File: config.mk
export PLATFORM = sky130hd
export DESIGN_NAME = sd_block_ctrl
export DESIGN_NICKNAME = d
export VERILOG_FILES = /design/src/rtl/sd_pkg.sv /design/src/rtl/sd_byte_xfer.sv /design/src/rtl/sd_block_ctrl.sv
export SDC_FILE = /design/constraint.sdc
export NUM_CORES = 1
export LEC_CHECK = 0
export ABC_CLOCK_PERIOD_IN_PS = 3550
export CORE_ASPECT_RATIO = 1.2
export CORE_MARGIN = 2
export CORE_UTILIZATION = 45
export CTS_CLUSTER_SIZE = 8
export DETAILED_ROUTE_END_ITERATION = 8
export HOLD_SLACK_MARGIN = 0.02
export PLACE_DENSITY_LB_ADDON = 0.1
export SYNTH_ARGS = -nofsm -noshare
export SYNTH_HDL_FRONTEND = slang
export SYNTH_SLANG_ARGS = --single-unit
File: constraint.sdc
create_clock -name clock -period 3.55 [get_ports clock]
set_input_delay 0.71 -clock clock [delete_from_list [all_inputs] [get_ports clock]]
set_output_delay 0.71 -clock clock [all_outputs]
set_load 0.02 [all_outputs]
File: src/rtl/sd_pkg.sv
// Shared definitions for the SD block-transfer sequencer: command codes, tokens,
// result codes and the sequencer state encoding.
package sd_pkg;

   localparam logic [5:0] CMD17     = 6'd17;
   localparam logic [5:0] CMD24     = 6'd24;
   localparam logic [7:0] TOK_START = 8'hFE;
   localparam logic [4:0] DRESP_OK  = 5'h05;
   localparam logic [7:0] BYTE_IDLE = 8'hFF;

   localparam logic [2:0] ERR_OK      = 3'd0;
   localparam logic [2:0] ERR_R1_TO   = 3'd1;
   localparam logic [2:0] ERR_R1      = 3'd2;
   localparam logic [2:0] ERR_TOK_TO  = 3'd3;
   localparam logic [2:0] ERR_TOKEN   = 3'd4;
   localparam logic [2:0] ERR_WRITE   = 3'd5;
   localparam logic [2:0] ERR_BUSY_TO = 3'd6;

   typedef enum logic [3:0] {
      S_IDLE, S_CMD, S_R1, S_TOKEN, S_DATA, S_CRC, S_GAP,
      S_WTOK, S_WDATA, S_WCRC, S_DRESP, S_WBUSY, S_FIN
   } sd_state_t;

   // Byte k (0..5) of the command frame; the trailing CRC byte is sent as FF.
   function automatic logic [7:0] cmd_byte(input logic wr, input logic [31:0] addr,
                                           input logic [2:0] k);
      case (k)
         3'd0:    cmd_byte = {2'b01, (wr ? CMD24 : CMD17)};
         3'd1:    cmd_byte = addr[31:24];
         3'd2:    cmd_byte = addr[23:16];
         3'd3:    cmd_byte = addr[15:8];
         3'd4:    cmd_byte = addr[7:0];
         default: cmd_byte = BYTE_IDLE;
      endcase
   endfunction

endpackage

File: src/rtl/sd_byte_xfer.sv
// Byte-exchange timer: turns a sequencer request into an spi_io pulse and reports
// completion one clock after the last of BYTE_TICKS cespi pulses.
module sd_byte_xfer #(
   parameter int BYTE_TICKS = 16
) (
   input  logic clock,
   input  logic reset,
   input  logic cespi,
   input  logic req,
   output logic spi_io,
   output logic ack
);

   localparam int CW = $clog2(BYTE_TICKS + 1);

   logic          active;
   logic [CW-1:0] ticks;

   always_ff @(posedge clock or negedge reset) begin
      if (!reset) begin
         spi_io <= 1'b0;
         ack    <= 1'b0;
         active <= 1'b0;
         ticks  <= '0;
      end else begin
         spi_io <= 1'b0;
         ack    <= 1'b0;
         if (!active) begin
            if (req) begin
               spi_io <= 1'b1;
               active <= 1'b1;
               ticks  <= '0;
            end
         // the cespi coinciding with the spi_io pulse belongs to no bit yet
         end else if (!spi_io && cespi) begin
            ticks <= ticks + 1'b1;
            if (ticks == CW'(BYTE_TICKS - 1)) begin
               active <= 1'b0;
               ack    <= 1'b1;
            end
         end
      end
   end

endmodule

File: src/rtl/sd_block_ctrl.sv
// Single-block CMD17/CMD24 sequencer: drives the SPI byte engine through the SD
// command/response/token protocol and moves one 512-byte sector to or from the buffer.
module sd_block_ctrl
   import sd_pkg::*;
#(
   parameter int BYTE_TICKS = 16,
   parameter int NCR_MAX    = 8,
   parameter int TOKEN_MAX  = 4096,
   parameter int BUSY_MAX   = 65535
) (
   input  logic        clock,
   input  logic        reset,
   input  logic        cespi,
   input  logic        start,
   input  logic        wr,
   input  logic        sdhc,
   input  logic [31:0] lba,
   output logic        busy,
   output logic        done,
   output logic [2:0]  err,
   output logic        own,
   output logic        cs,
   output logic        spi_io,
   output logic [7:0]  spi_d,
   input  logic [7:0]  spi_q,
   output logic [8:0]  buf_a,
   output logic        buf_we,
   output logic [7:0]  buf_d,
   input  logic [7:0]  buf_q
);

   sd_state_t   state_q, state_n;
   logic        pend_q, pend_n;
   logic        hold_q, hold_n;
   logic [8:0]  cnt_q, cnt_n;
   logic [15:0] poll_q, poll_n, poll_inc;
   logic [2:0]  err_q, err_n;
   logic [7:0]  spi_d_q, spi_d_n;
   logic [8:0]  buf_a_q, buf_a_n;
   logic [7:0]  buf_d_q, buf_d_n;
   logic        buf_we_q, buf_we_n;
   logic        done_q, done_n;
   logic        busy_q, busy_n;
   logic        cs_q, cs_n;
   logic        wr_q, wr_n;
   logic [31:0] addr_q, addr_n;
   logic        req, ack;
   logic        to_fin;
   logic [2:0]  fin_err;
   logic [7:0]  tx_byte;
   logic        last_byte;

   sd_byte_xfer #(.BYTE_TICKS(BYTE_TICKS)) u_xfer (
      .clock  (clock),
      .reset  (reset),
      .cespi  (cespi),
      .req    (req),
      .spi_io (spi_io),
      .ack    (ack)
   );

   always_ff @(posedge clock or negedge reset) begin
      if (!reset) begin
         state_q  <= S_IDLE;
         pend_q   <= 1'b0;
         hold_q   <= 1'b0;
         cnt_q    <= '0;
         poll_q   <= '0;
         err_q    <= ERR_OK;
         spi_d_q  <= BYTE_IDLE;
         buf_a_q  <= '0;
         buf_d_q  <= '0;
         buf_we_q <= 1'b0;
         done_q   <= 1'b0;
         busy_q   <= 1'b0;
         cs_q     <= 1'b1;
         wr_q     <= 1'b0;
         addr_q   <= '0;
      end else begin
         state_q  <= state_n;
         pend_q   <= pend_n;
         hold_q   <= hold_n;
         cnt_q    <= cnt_n;
         poll_q   <= poll_n;
         err_q    <= err_n;
         spi_d_q  <= spi_d_n;
         buf_a_q  <= buf_a_n;
         buf_d_q  <= buf_d_n;
         buf_we_q <= buf_we_n;
         done_q   <= done_n;
         busy_q   <= busy_n;
         cs_q     <= cs_n;
         wr_q     <= wr_n;
         addr_q   <= addr_n;
      end
   end

   // Byte to transmit for the exchange about to be issued in the current state.
   always_comb begin
      tx_byte = BYTE_IDLE;
      case (state_q)
         S_CMD:   tx_byte = cmd_byte(wr_q, addr_q, cnt_q[2:0]);
         S_WTOK:  tx_byte = TOK_START;
         S_WDATA: tx_byte = buf_q;
         default: tx_byte = BYTE_IDLE;
      endcase
   end

   always_comb begin
      state_n   = state_q;
      pend_n    = pend_q;
      hold_n    = hold_q;
      cnt_n     = cnt_q;
      poll_n    = poll_q;
      err_n     = err_q;
      spi_d_n   = spi_d_q;
      buf_a_n   = buf_a_q;
      buf_d_n   = buf_d_q;
      buf_we_n  = 1'b0;
      done_n    = 1'b0;
      busy_n    = busy_q;
      cs_n      = cs_q;
      wr_n      = wr_q;
      addr_n    = addr_q;
      req       = 1'b0;
      to_fin    = 1'b0;
      fin_err   = ERR_OK;
      poll_inc  = poll_q + 16'd1;
      last_byte = (cnt_q == 9'd511);

      if (state_q == S_IDLE) begin
         if (start) begin
            wr_n    = wr;
            addr_n  = sdhc ? lba : {lba[22:0], 9'd0};
            busy_n  = 1'b1;
            cs_n    = 1'b0;
            err_n   = ERR_OK;
            cnt_n   = '0;
            poll_n  = '0;
            pend_n  = 1'b0;
            hold_n  = 1'b0;
            state_n = S_CMD;
         end
      end else if (!pend_q) begin
         // One idle clock after each completion lets buf_q settle on the new buf_a.
         if (hold_q) begin
            hold_n = 1'b0;
         end else begin
            req     = 1'b1;
            pend_n  = 1'b1;
            spi_d_n = tx_byte;
         end
      end else if (ack) begin
         pend_n = 1'b0;
         hold_n = 1'b1;
         case (state_q)
            S_CMD: begin
               cnt_n = cnt_q + 9'd1;
               if (cnt_q == 9'd5) begin
                  cnt_n   = '0;
                  poll_n  = '0;
                  state_n = S_R1;
               end
            end
            S_R1: begin
               if (spi_q[7]) begin
                  if (poll_inc == 16'(NCR_MAX)) begin
                     to_fin  = 1'b1;
                     fin_err = ERR_R1_TO;
                  end else begin
                     poll_n = poll_inc;
                  end
               end else if (spi_q != 8'h00) begin
                  to_fin  = 1'b1;
                  fin_err = ERR_R1;
               end else begin
                  poll_n  = '0;
                  state_n = wr_q ? S_GAP : S_TOKEN;
               end
            end
            S_TOKEN: begin
               if (spi_q == TOK_START) begin
                  cnt_n   = '0;
                  state_n = S_DATA;
               end else if (spi_q[7:4] == 4'h0) begin
                  to_fin  = 1'b1;
                  fin_err = ERR_TOKEN;
               end else if (poll_inc == 16'(TOKEN_MAX)) begin
                  to_fin  = 1'b1;
                  fin_err = ERR_TOK_TO;
               end else begin
                  poll_n = poll_inc;
               end
            end
            S_DATA: begin
               buf_we_n = 1'b1;
               buf_a_n  = cnt_q;
               buf_d_n  = spi_q;
               cnt_n    = cnt_q + 9'd1;
               if (last_byte) state_n = S_CRC;
            end
            S_CRC: begin
               cnt_n = cnt_q + 9'd1;
               if (cnt_q[0]) to_fin = 1'b1;
            end
            S_GAP:  state_n = S_WTOK;
            S_WTOK: begin
               cnt_n   = '0;
               buf_a_n = '0;
               state_n = S_WDATA;
            end
            S_WDATA: begin
               cnt_n   = cnt_q + 9'd1;
               buf_a_n = cnt_q + 9'd1;
               if (last_byte) state_n = S_WCRC;
            end
            S_WCRC: begin
               cnt_n = cnt_q + 9'd1;
               if (cnt_q[0]) begin
                  cnt_n   = '0;
                  poll_n  = '0;
                  state_n = S_DRESP;
               end
            end
            S_DRESP: begin
               if (spi_q != 8'hFF && spi_q[4:0] == DRESP_OK) begin
                  poll_n  = '0;
                  state_n = S_WBUSY;
               end else if (spi_q != 8'hFF && !spi_q[4]) begin
                  to_fin  = 1'b1;
                  fin_err = ERR_WRITE;
               end else if (poll_inc == 16'(NCR_MAX)) begin
                  to_fin  = 1'b1;
                  fin_err = ERR_WRITE;
               end else begin
                  poll_n = poll_inc;
               end
            end
            S_WBUSY: begin
               if (spi_q != 8'h00) begin
                  to_fin = 1'b1;
               end else if (poll_inc == 16'(BUSY_MAX)) begin
                  to_fin  = 1'b1;
                  fin_err = ERR_BUSY_TO;
               end else begin
                  poll_n = poll_inc;
               end
            end
            S_FIN: begin
               done_n  = 1'b1;
               busy_n  = 1'b0;
               cnt_n   = '0;
               state_n = S_IDLE;
            end
            default: state_n = S_IDLE;
         endcase
         // Every ending, good or bad, deselects the card before the trailing byte.
         if (to_fin) begin
            err_n   = fin_err;
            cs_n    = 1'b1;
            state_n = S_FIN;
         end
      end
   end

   assign busy   = busy_q;
   assign own    = busy_q;
   assign done   = done_q;
   assign err    = err_q;
   assign cs     = cs_q;
   assign spi_d  = spi_d_q;
   assign buf_a  = buf_a_q;
   assign buf_we = buf_we_q;
   assign buf_d  = buf_d_q;

endmodule
After elaboration in Yosys (flattened, before gate mapping)
Index checks and enable logic that the tools add are counted.
{"block": "classes", "n_addsub": 3, "eq_ne": 47, "n_mux": 115, "bitwise_logic": 3, "n_reduce_logical": 31}
{"op": "2-to-1 mux 16 bit", "n": 16}
{"op": "case mux 16 bit (6 select lines)", "n": 1}
{"op": "2-to-1 mux 9 bit", "n": 7}
{"op": "2-to-1 mux 4 bit", "n": 14}
{"op": "2-to-1 mux 1 bit", "n": 50}
{"op": "case mux 9 bit (5 select lines)", "n": 1}
{"op": "2-to-1 mux 3 bit", "n": 14}
{"op": "case mux 4 bit (10 select lines)", "n": 1}
{"op": "case mux 8 bit (5 select lines)", "n": 1}
{"op": "2-to-1 mux 32 bit", "n": 1}
{"op": "!= test 4 bit (second input constant)", "n": 8}
{"op": "case mux 9 bit (3 select lines)", "n": 1}
{"op": "!= test 3 bit (second input constant)", "n": 8}
{"op": "case mux 8 bit (3 select lines)", "n": 1}
{"op": "equality test 4 bit (second input constant)", "n": 5}
{"op": "adder 16 x 1 -> 16 bit (second input constant)", "n": 1}
{"op": "equality test 16 x 13 -> 1 bit (second input constant)", "n": 1}
{"op": "equality test 16 bit (second input constant)", "n": 1}
{"op": "equality test 16 x 4 -> 1 bit (second input constant)", "n": 1}
{"op": "equality test 4 x 3 -> 1 bit (second input constant)", "n": 4}
{"op": "AND reduction 4 bit", "n": 4}
{"op": "2-to-1 mux 5 bit", "n": 3}
{"op": "AND reduction 13 bit", "n": 1}
{"op": "case mux 3 bit (4 select lines)", "n": 1}
{"op": "34 further kinds", "n": 53}
{"block": "totals", "register_bits": 104, "inputBits": 54, "out_inout_bits": 34, "elab_cells": 218}

Longest topological paths before layout
Gate-level depths: netlist of run 1.
{"block": "logic_depth", "ltp_word": 13, "ltp_mapped": 13, "mapped_depth_nobuf": 12}

Cells and area by module
From an unflattened synthesis of run 1, not the netlist that was laid out.
{"block": "hier_totals", "hier_cells": 699, "area_unflattened_um2": 6038.3}
{"module": "sd_block_ctrl", "n_inst": 1, "cells_each": 663, "area_per_inst_um2": 5615.4, "seq_area_each_um2": 2413.6}
{"module": "sd_byte_xfer", "n_inst": 1, "cells_each": 36, "area_per_inst_um2": 422.9, "seq_area_each_um2": 200.2}

Worst setup path before layout of run 1
OpenSTA, ideal clock, no wires.
{"block": "synth_timing", "kind": "input to register", "startpoint": "input port spi_q[1]", "endpoint": "register poll_q[10]", "setup_ps": 124, "t_arrival_ps": 2952, "required_ps": 3426, "slack_ps": 474, "stages": 9, "n_path_buf": 1, "path_cell_list": "or4_1 -> nor2_4 -> nor3b_1 -> or4_1 -> a21o_1 -> or2_1 -> buf_6 -> a21o_4 -> a211o_1"}
{"block": "synth_via", "elab_chain_len": 7, "word_cells_on_any_way": 16, "classes_between": "eq/ne (7); mux (5); reduce/logical (4)"}
{"element": "start, declared", "line_no": "sd_block_ctrl.sv:25", "source": "input logic [7:0] spi_q,"}
{"element": "!= test 8 bit or equality test 5 x 3 -> 1 bit (tied branches)", "line_no": "sd_block_ctrl.sv:226, sd_block_ctrl.sv:229"}
{"element": "logical AND 1 bit", "line_no": "sd_block_ctrl.sv:226", "source": "if (spi_q != 8'hFF && spi_q[4:0] == DRESP_OK) begin"}
{"element": "2-to-1 mux 16 bit", "line_no": "sd_block_ctrl.sv:226"}
{"element": "case mux 16 bit (6 select lines)", "line_no": "sd_block_ctrl.sv:156", "source": "case (state_q)"}
{"element": "2-to-1 mux 16 bit", "line_no": "sd_block_ctrl.sv:153", "source": "end else if (ack) begin"}
{"element": "2-to-1 mux 16 bit", "line_no": "sd_block_ctrl.sv:144", "source": "end else if (!pend_q) begin"}
{"element": "2-to-1 mux 16 bit", "line_no": "sd_block_ctrl.sv:131", "source": "if (state_q == S_IDLE) begin"}
{"element": "end signal, assigned", "line_no": "sd_block_ctrl.sv:84", "source": "poll_q <= poll_n;"}
{"element": "end, declared", "line_no": "sd_block_ctrl.sv:36", "source": "logic [15:0] poll_q, poll_n, poll_inc;"}
Several ways; a longest one is shown, not always the timed one. The select of a mux whose other input is x is not followed.
A chain may end at the register's enable or synchronous reset.

Final worst setup path of run 1
{"block": "layout_timing", "startpoint": "register poll_q[2]", "endpoint": "register err_q[1] (netlist: err[1])"}
{"block": "layout_via", "elab_chain_len": 11, "word_cells_on_any_way": 29, "classes_between": "add/sub (1); eq/ne (3); mux (23); reduce/logical (2)"}
{"element": "adder 16 x 1 -> 16 bit (*)", "line_no": "sd_block_ctrl.sv:128", "source": "poll_inc = poll_q + 16'd1;"}
{"element": "equality test 16 x 4 -> 1 bit or equality test 16 x 13 -> 1 bit (tied branches)", "line_no": "sd_block_ctrl.sv:167, sd_block_ctrl.sv:232, sd_block_ctrl.sv:188"}
{"element": "2-to-1 mux 1 bit, on equally long branches", "line_no": "sd_block_ctrl.sv:167, sd_block_ctrl.sv:232, sd_block_ctrl.sv:188"}
{"element": "2-to-1 mux 1 bit, on equally long branches", "line_no": "sd_block_ctrl.sv:229, sd_block_ctrl.sv:185"}
{"element": "2-to-1 mux 1 bit, on equally long branches", "line_no": "sd_block_ctrl.sv:226, sd_block_ctrl.sv:182"}
{"element": "case mux 1 bit (5 select lines)", "line_no": "sd_block_ctrl.sv:156"}
{"element": "2-to-1 mux 1 bit", "line_no": "sd_block_ctrl.sv:153"}
{"element": "2-to-1 mux 1 bit", "line_no": "sd_block_ctrl.sv:144"}
{"element": "2-to-1 mux 1 bit", "line_no": "sd_block_ctrl.sv:131"}
{"element": "nonzero test 2 bit (no source line)"}
{"element": "AND reduction 4 bit (no source line)"}
{"element": "end signal, assigned", "line_no": "sd_block_ctrl.sv:85", "source": "err_q <= err_n;"}
{"element": "end, declared", "line_no": "sd_block_ctrl.sv:37", "source": "logic [2:0] err_q, err_n;"}
Mark *: on every way between the ends. The rest lies on a longest branch, timed or not. The select of a mux whose other input is x is not followed.

==> results by group, run 1 <==
Synthesis
  • Yosys warns: 0
  • Synth area leaders: dfrtp_1, nand2_1, o21ai_0
  • Async SR Flop Fraction: 100%
  • Seq/Total Area, Yosys: 42.3%
  • Post-synthesis cell count: 713
  • Post-synth cell types: 71
  • Avg Inst Size Synth: 8.66 um^2
  • Largest area contributor in the netlist: dfrtp_1
  • #FFs+latches synth: 104
  • Primary FF master, synth: dfrtp_1
  • Share of Yosys cell area claimed by the top area cell type: 38.5%
  • Number of synthesized flops with an enable pin: 0
  • Syn_nets: 779
  • Cell Area, Synth: 0.00617 mm^2

Global route
  • All-layer global routing usage: 23.5%
  • GR peak layer: met2
  • Total gr overflow: 0
  • First-pass GRT wire length: 28300 um
  • Initial antenna violation count: 0
  • Pin count of the biggest net entering global routing: 68
  • Vias in the first global route: 5684
  • Met3 Track Usage GR: 3.86%
  • GR Util met1: 29.4%
  • Met2 Usage GRT: 40.6%

Final layout
  • # diodes: 0
  • Nets: 872
  • Layout cells sized above 1: 10.4%
  • Area delta synth->final: 24.3%
  • Final core occ: 57.7%
  • Layout Cells excl Fill: 979

CTS
  • CTS clock-pin slew for the worst setup and hold paths: 0.07 ns
  • H-tree depth: 3
  • # Post-CTS Setup Buffers: 0
  • Clock sinks: 104
  • CTS resizes: 0
  • Num CTS Buffers: 9
  • CTS max path bufs: 2
  • Clock root buffer: clkbuf_16
  • CTS tree: done
  • Worst-skew pair later-pin latency: 0.35 ns
  • Hold buffers post-CTS: 0

Power and ir drop
  • Leakage: 3.19 nW
  • Total power: 4.50 mW
  • Worst vdd ir: 490 uV
  • PwrDens: 586 mW/mm^2

Outcome
  • Status: completed

Worst setup path
  • Critical Path RT: 3.80 ns
  • Crit-path leading delay family: simple AND/OR/NAND/NOR gates
  • Critical Path Start Type: flop
  • CP bufs+invs: 0
  • Crit path cell chain: nand4_1 > nor4_1 > xnor2_1 > nand3b_1 > or4_1 > o211ai_2 > o21ai_1 > a21o_1
  • Critical-path top delay cell: or4_1
  • Crit-path max FO: 9
  • Endpoint class of the critical path: flop
  • Slowest Stage Delay on Critical Path: 0.63 ns
  • Kind of critical path: reg -> reg
  • CP arrival: 3.59 ns

Drt
  • Vias: 5823
  • DRC Markers: 0
  • DRT iter0 DRCs: 537
  • Vias per cell: 5.95
  • WL per Instance: 17.8 um
  • Post-DRT Antenna Nets: 0
  • Final wirelength: 17400 um
  • Drt first pass iters: 5

Floorplan
  • Die H: 132 um
  • DIE AREA: 0.0147 mm^2
  • Row cnt: 46
  • Die W: 111 um
  • Core ar.: 0.0133 mm^2
  • Initial Util: 46.4%
  • Boundary Pins: 88

Timing
  • WHS: 0.325 ns
  • Setup Viol. Count Final: 0
  • Worst Skew: 0.0108 ns
  • Rel. slew slack: 25.6%
  • Final hold vios: 0
  • Fin crit period: 3.35 ns
  • RSZ-0062 raised after global routing: no
  • Worst-Margin Slew: 1.11 ns
  • Final worst-path cycle share: 94.3%
  • Max-slew violation count: 0
  • Max Clock Freq: 299 MHz

Place
  • Gpl congestion: 0.949
  • IO buf count: 87
  • Placed wire-length estimate: 13000 um
  • Post-placement cell count: 963

Flow run
  • Number of max-cap violations: 0

Worst hold path
  • Hold Crit Class: in -> async
[logic make-up after synthesis]
family                     synth area share, %
and+or+nand+nor                           23.0
muxes                                     4.40
xor gates and xnor gates                  1.56
AOI/OAI and AO/OA                         22.2
adders and majority gates                 2.43
buffers and inverters                     4.03
DFF                                       42.3
[registers in the layout, summed over array words and instances, names as in the netlist, 3 cells and up]
| signal | count |
|---|---|
| cnt_q | 9 |
| u_xfer.ticks | 5 |
| err | 3 |
| addr_q | 32 |
| state_q | 4 |
| buf_d | 8 |
| spi_d | 8 |
| buf_a | 9 |
| poll_q | 16 |
[area by class of cell]
type | instances | area (um^2)
clock buffers | 10 | 239
clock inverters | 6 | 50.0
fillers | 1205 | 5620
inverters | 12 | 45.0
multi-input cells | 549 | 3310
flip-flops and latches | 104 | 2610
well taps | 168 | 210
repair buffers | 130 | 1200
[Yosys cell counts, types with 11 or more instances]
cell type and count:
nand2_1 109, dfrtp_1 95, o21ai_0 65, nor2_1 51, a21oi_1 37, clkbuf_1 33, mux2i_1 26, nor3_1 23
nor4_1 15, a211oi_1 14, a31oi_1 14, nand3_1 14, ha_1 12, and3_1 11, inv_1 11, o31ai_1 11
[per-layer routing]
layer / routed length [um] / share of wire [%]
met2: 8530 / 49
met3: 816 / 4.7
met5: 0 / 0
met1: 7420 / 43
met4: 660 / 3.8
[stage by stage]
step           area, um^2  setup TNS, ns  worst slack [ns]
2_1_floorplan        6170              0             0.474
3_3_place_gp         7390              0            0.0448
3_5_place_dp         7390        -0.0452           -0.0267
4_1_cts              7680              0             0.244
5_1_grt              7680              0            0.0883
6_report             7680              0             0.203
[layout by cell type (no fill, tap or decap), types with 10 or more instances in the layout]
cell | netlist | routed
a211oi_1 | 14 | 14
a21oi_1 | 37 | 37
a22oi_1 | 10 | 10
a31oi_1 | 14 | 14
and3_1 | 11 | 11
buf_4 | 1 | 43
clkdlybuf4s50_1 | 0 | 86
dfrtp_1 | 95 | 95
ha_1 | 12 | 12
inv_1 | 11 | 11
mux2i_1 | 26 | 26
nand2_1 | 109 | 108
nand3_1 | 14 | 14
nand4_1 | 10 | 10
nor2_1 | 51 | 51
nor2b_1 | 10 | 10
nor3_1 | 23 | 23
nor4_1 | 15 | 15
o21ai_0 | 65 | 65
o31ai_1 | 11 | 11
[final timing paths]
path | end | cells after the start | startpoint | slack (ns)
min in group clock | buf_d[7] | 2 | buf_d[7] | 0.47
max in group asynchronous | spi_d[2] | 2 | reset | 2.45
worst min register to register | buf_d[7] | 2 | buf_d[7] | 0.47
worst min-delay path | buf_d[6] | 1 | reset | 0.33
worst max-delay path | err[1] | 8 | poll_q[2] | 0.20
worst max register to register | err[1] | 8 | poll_q[2] | 0.20
[report_power, final]
group | leakage, nW | switching (mW) | internal, mW | total [mW]
sequential | 1.31 | 0.276 | 1.53 | 1.81
combinational | 1.74 | 0.957 | 0.741 | 1.70
clock | 0.141 | 0.487 | 0.506 | 0.993
total | 3.19 | 1.72 | 2.78 | 4.50
[worst register-to-register path: cells and delay by family (launching register included)]
kind	cells	cell delay, ns
compound gates	3	0.70
simple gates	4	1.69
flops	1	0.56
xor+xnor	1	0.30
Note: power is estimated with default switching activity, not from simulation.
==> inputs of run 2 (changes only) <==
--- a/config.mk
+++ b/config.mk
@@ -7,7 +7,7 @@
 export LEC_CHECK = 0
 export ABC_CLOCK_PERIOD_IN_PS = 3550
 export CORE_ASPECT_RATIO = 1.2
-export CORE_MARGIN = 2
+export CORE_MARGIN = 5
 export CORE_UTILIZATION = 45
 export CTS_CLUSTER_SIZE = 8
 export DETAILED_ROUTE_END_ITERATION = 8
==> results by group, run 2 (synthesis results as in run 1) <==
Worst setup path
  • Crit-path max FO: 10 (+1)
  • Slowest Stage Delay on Critical Path: 0.63 ns (about the same)
  • R2r setup slk: 0.14 ns (-0.06 ns)
  • Critical Path RT: 3.80 ns (about the same)
  • CP arrival: 3.66 ns (+0.07 ns)
  • Kind of critical path: reg -> reg
  • Crit-path leading delay family: simple AND/OR/NAND/NOR gates
  • Endpoint class of the critical path: flop
  • Critical Path Start Type: flop
  • CP bufs+invs: 0 (unchanged)
  • Worst R2R End: err[1]
  • R2r startpoint: poll_q[8]
  • Crit path cell chain: nand4_1 > nor4_1 > xnor2_1 > nand3b_1 > or4_1 > o211ai_2 > o21ai_1 > a21o_1
  • Critical-path top delay cell: or4_1
  • Worst reg2reg path depth: 8 (unchanged)

CTS
  • CTS tree: done
  • # Post-CTS Setup Buffers: 0 (unchanged)
  • Clock sinks: 104 (unchanged)
  • Hold buffers post-CTS: 0 (unchanged)
  • CTS resizes: 0 (unchanged)
  • CTS max path bufs: 2 (unchanged)
  • Clock root buffer: clkbuf_16
  • Worst-skew pair later-pin latency: 0.36 ns (about the same)
  • H-tree depth: 3 (unchanged)
  • CTS clock-pin slew for the worst setup and hold paths: 0.08 ns (about the same)
  • Num CTS Buffers: 9 (unchanged)

Timing
  • Max-slew violation count: 0 (unchanged)
  • WHS: 0.324 ns (-0.00111 ns)
  • Worst Skew: 0.0111 ns (+0.000312 ns)
  • Max Clock Freq: 293 MHz (-1.9%)
  • Worst-Margin Slew: 1.14 ns (+0.0352 ns)
  • TNS Setup: 0 ns (unchanged)
  • Setup Viol. Count Final: 0 (unchanged)
  • Final hold vios: 0 (unchanged)
  • Final worst-path cycle share: 96.1% (+1.8 points)
  • Final worst setup slack: 0.138 ns (-0.0642 ns)
  • RSZ-0062 raised after global routing: no
  • Rel. slew slack: 23.3% (-2.4 points)
  • Fin crit period: 3.41 ns (+0.0642 ns)

Power and ir drop
  • Leakage: 3.16 nW (-0.98%)
  • PwrDens: 585 mW/mm^2 (-0.11%)
  • Total power: 4.48 mW (-0.47%)
  • Clock power share: 22.2% (about the same)
  • Switch share: 38.5% (+0.31 points)
  • Worst vdd ir: 267 uV (-45%)
  • Psw: 1.73 mW (+0.35%)
  • Part of the power in registers: 40.6% (+0.4 points)
  • Internal: 2.75 mW (-0.97%)
  • Combinational share of power: 37.3% (-0.5 points)

Final layout
  • Area delta synth->final: 23.9%
  • Layout cells sized above 1: 9.91% (-0.44 points)
  • # diodes: 0 (unchanged)
  • Largest regs: addr_q: 32 flops, poll_q: 16 flops
  • Most common cell after layout, fill and taps aside: nand2_1
  • Most frequent cells in the layout: nand2_1, dfrtp_1, clkdlybuf4s50_1, o21ai_0, nor2_1
  • Nets: 868 (-0.46%)
  • Biggest register: addr_q
  • Max reg flops: 32 (unchanged)

Drt
  • Final wirelength: 17400 um (-0.11%)
  • Drt first pass iters: 6 (+1)
  • Post-DRT Antenna Nets: 0 (unchanged)
  • DRC Markers: 0 (unchanged)
  • WL per Instance: 17.8 um (about the same)
  • DRT iter0 DRCs: 446 (-17%)
  • Vias per cell: 5.93 (-0.31%)
  • Vias: 5799 (-0.41%)

Global route
  • Vias in the first global route: 5827 (+2.5%)
  • Pin count of the biggest net entering global routing: 67 (-1.5%)
  • First-pass GRT wire length: 28400 um (+0.27%)
  • All-layer global routing usage: 21.7% (-1.8 points)
  • Initial antenna violation count: 0 (unchanged)
  • Total gr overflow: 0 (unchanged)

Place
  • Pre-CTS WS: -0.0367 ns (-0.0100 ns)
  • Gpl congestion: 0.898 (-5.4%)
  • IO buf count: 87 (unchanged)
  • Placed wire-length estimate: 13100 um (+0.73%)

Flow run
  • Number of max-cap violations: 0 (unchanged)

Floorplan
  • Core ar.: 0.0136 mm^2 (+2.6%)
  • DIE AREA: 0.0162 mm^2 (+10%)
  • Boundary Pins: 88 (unchanged)
  • Die W: 117 um (+5.4%)
  • Die H: 138 um (+4.5%)
  • Row cnt: 47 (+2.2%)
  • Initial Util: 45.3% (-1.2 points)

Worst hold path
  • Hold Crit Class: in -> async

Outcome
  • Status: completed
==> run 2: how the worst max path moves through the flow <==
stage              start    endpoint  slack [ns]  cells after the start
2_1_floorplan   spi_q[1]  poll_q[10]        0.47                      9
3_3_place_gp    spi_q[1]  poll_q[10]       0.007                      9
3_5_place_dp    spi_q[1]  poll_q[10]       -0.04                      9
4_1_cts        poll_q[8]      err[1]        0.22                      8
5_1_grt        poll_q[8]  state_q[1]        0.03                      8
6_report       poll_q[8]      err[1]        0.14                      8
==> run 2: area by class of cell <==
class,count,area [um^2]
multi-input cells,549,3310
clock inverters,7,62.6
inverters,12,45.0
clock buffers,9,225
repair buffers,126,1170
well taps,171,214
flip-flops and latches,104,2610
fillers,1235,5990
==> run 2: layer usage <==
layer	vias up	wire (um)	share of wire, %	GRT usage [%]
li1	2789	-	-	-
met1	2768	7380	42	28.1
met2	203	8590	49	35.9
met3	39	873	5.0	3.67
met4	0	555	3.2	8.21
met5	-	0	0	0
==> run 2: through the flow <==
step           utilization, %  instances  instance area, um^2
4_1_cts                  56.1        978                 7650
3_3_place_gp             54.0        962                 7360
3_5_place_dp             54.0        962                 7360
6_report                 56.1        978                 7650
2_1_floorplan               -        713                 6170
5_1_grt                  56.1        978                 7650
==> run 2: power by group through the flow <==
stage | sequential, mW | combinational, mW | clock [mW]
3_5_place_dp | 1.84 | 1.67 | 0
5_1_grt | 1.86 | 1.85 | 1.05
6_report | 1.82 | 1.67 | 0.992
4_1_cts | 1.82 | 1.67 | 1.01
3_3_place_gp | 1.82 | 1.64 | 0
2_1_floorplan | 1.84 | 0.943 | 0
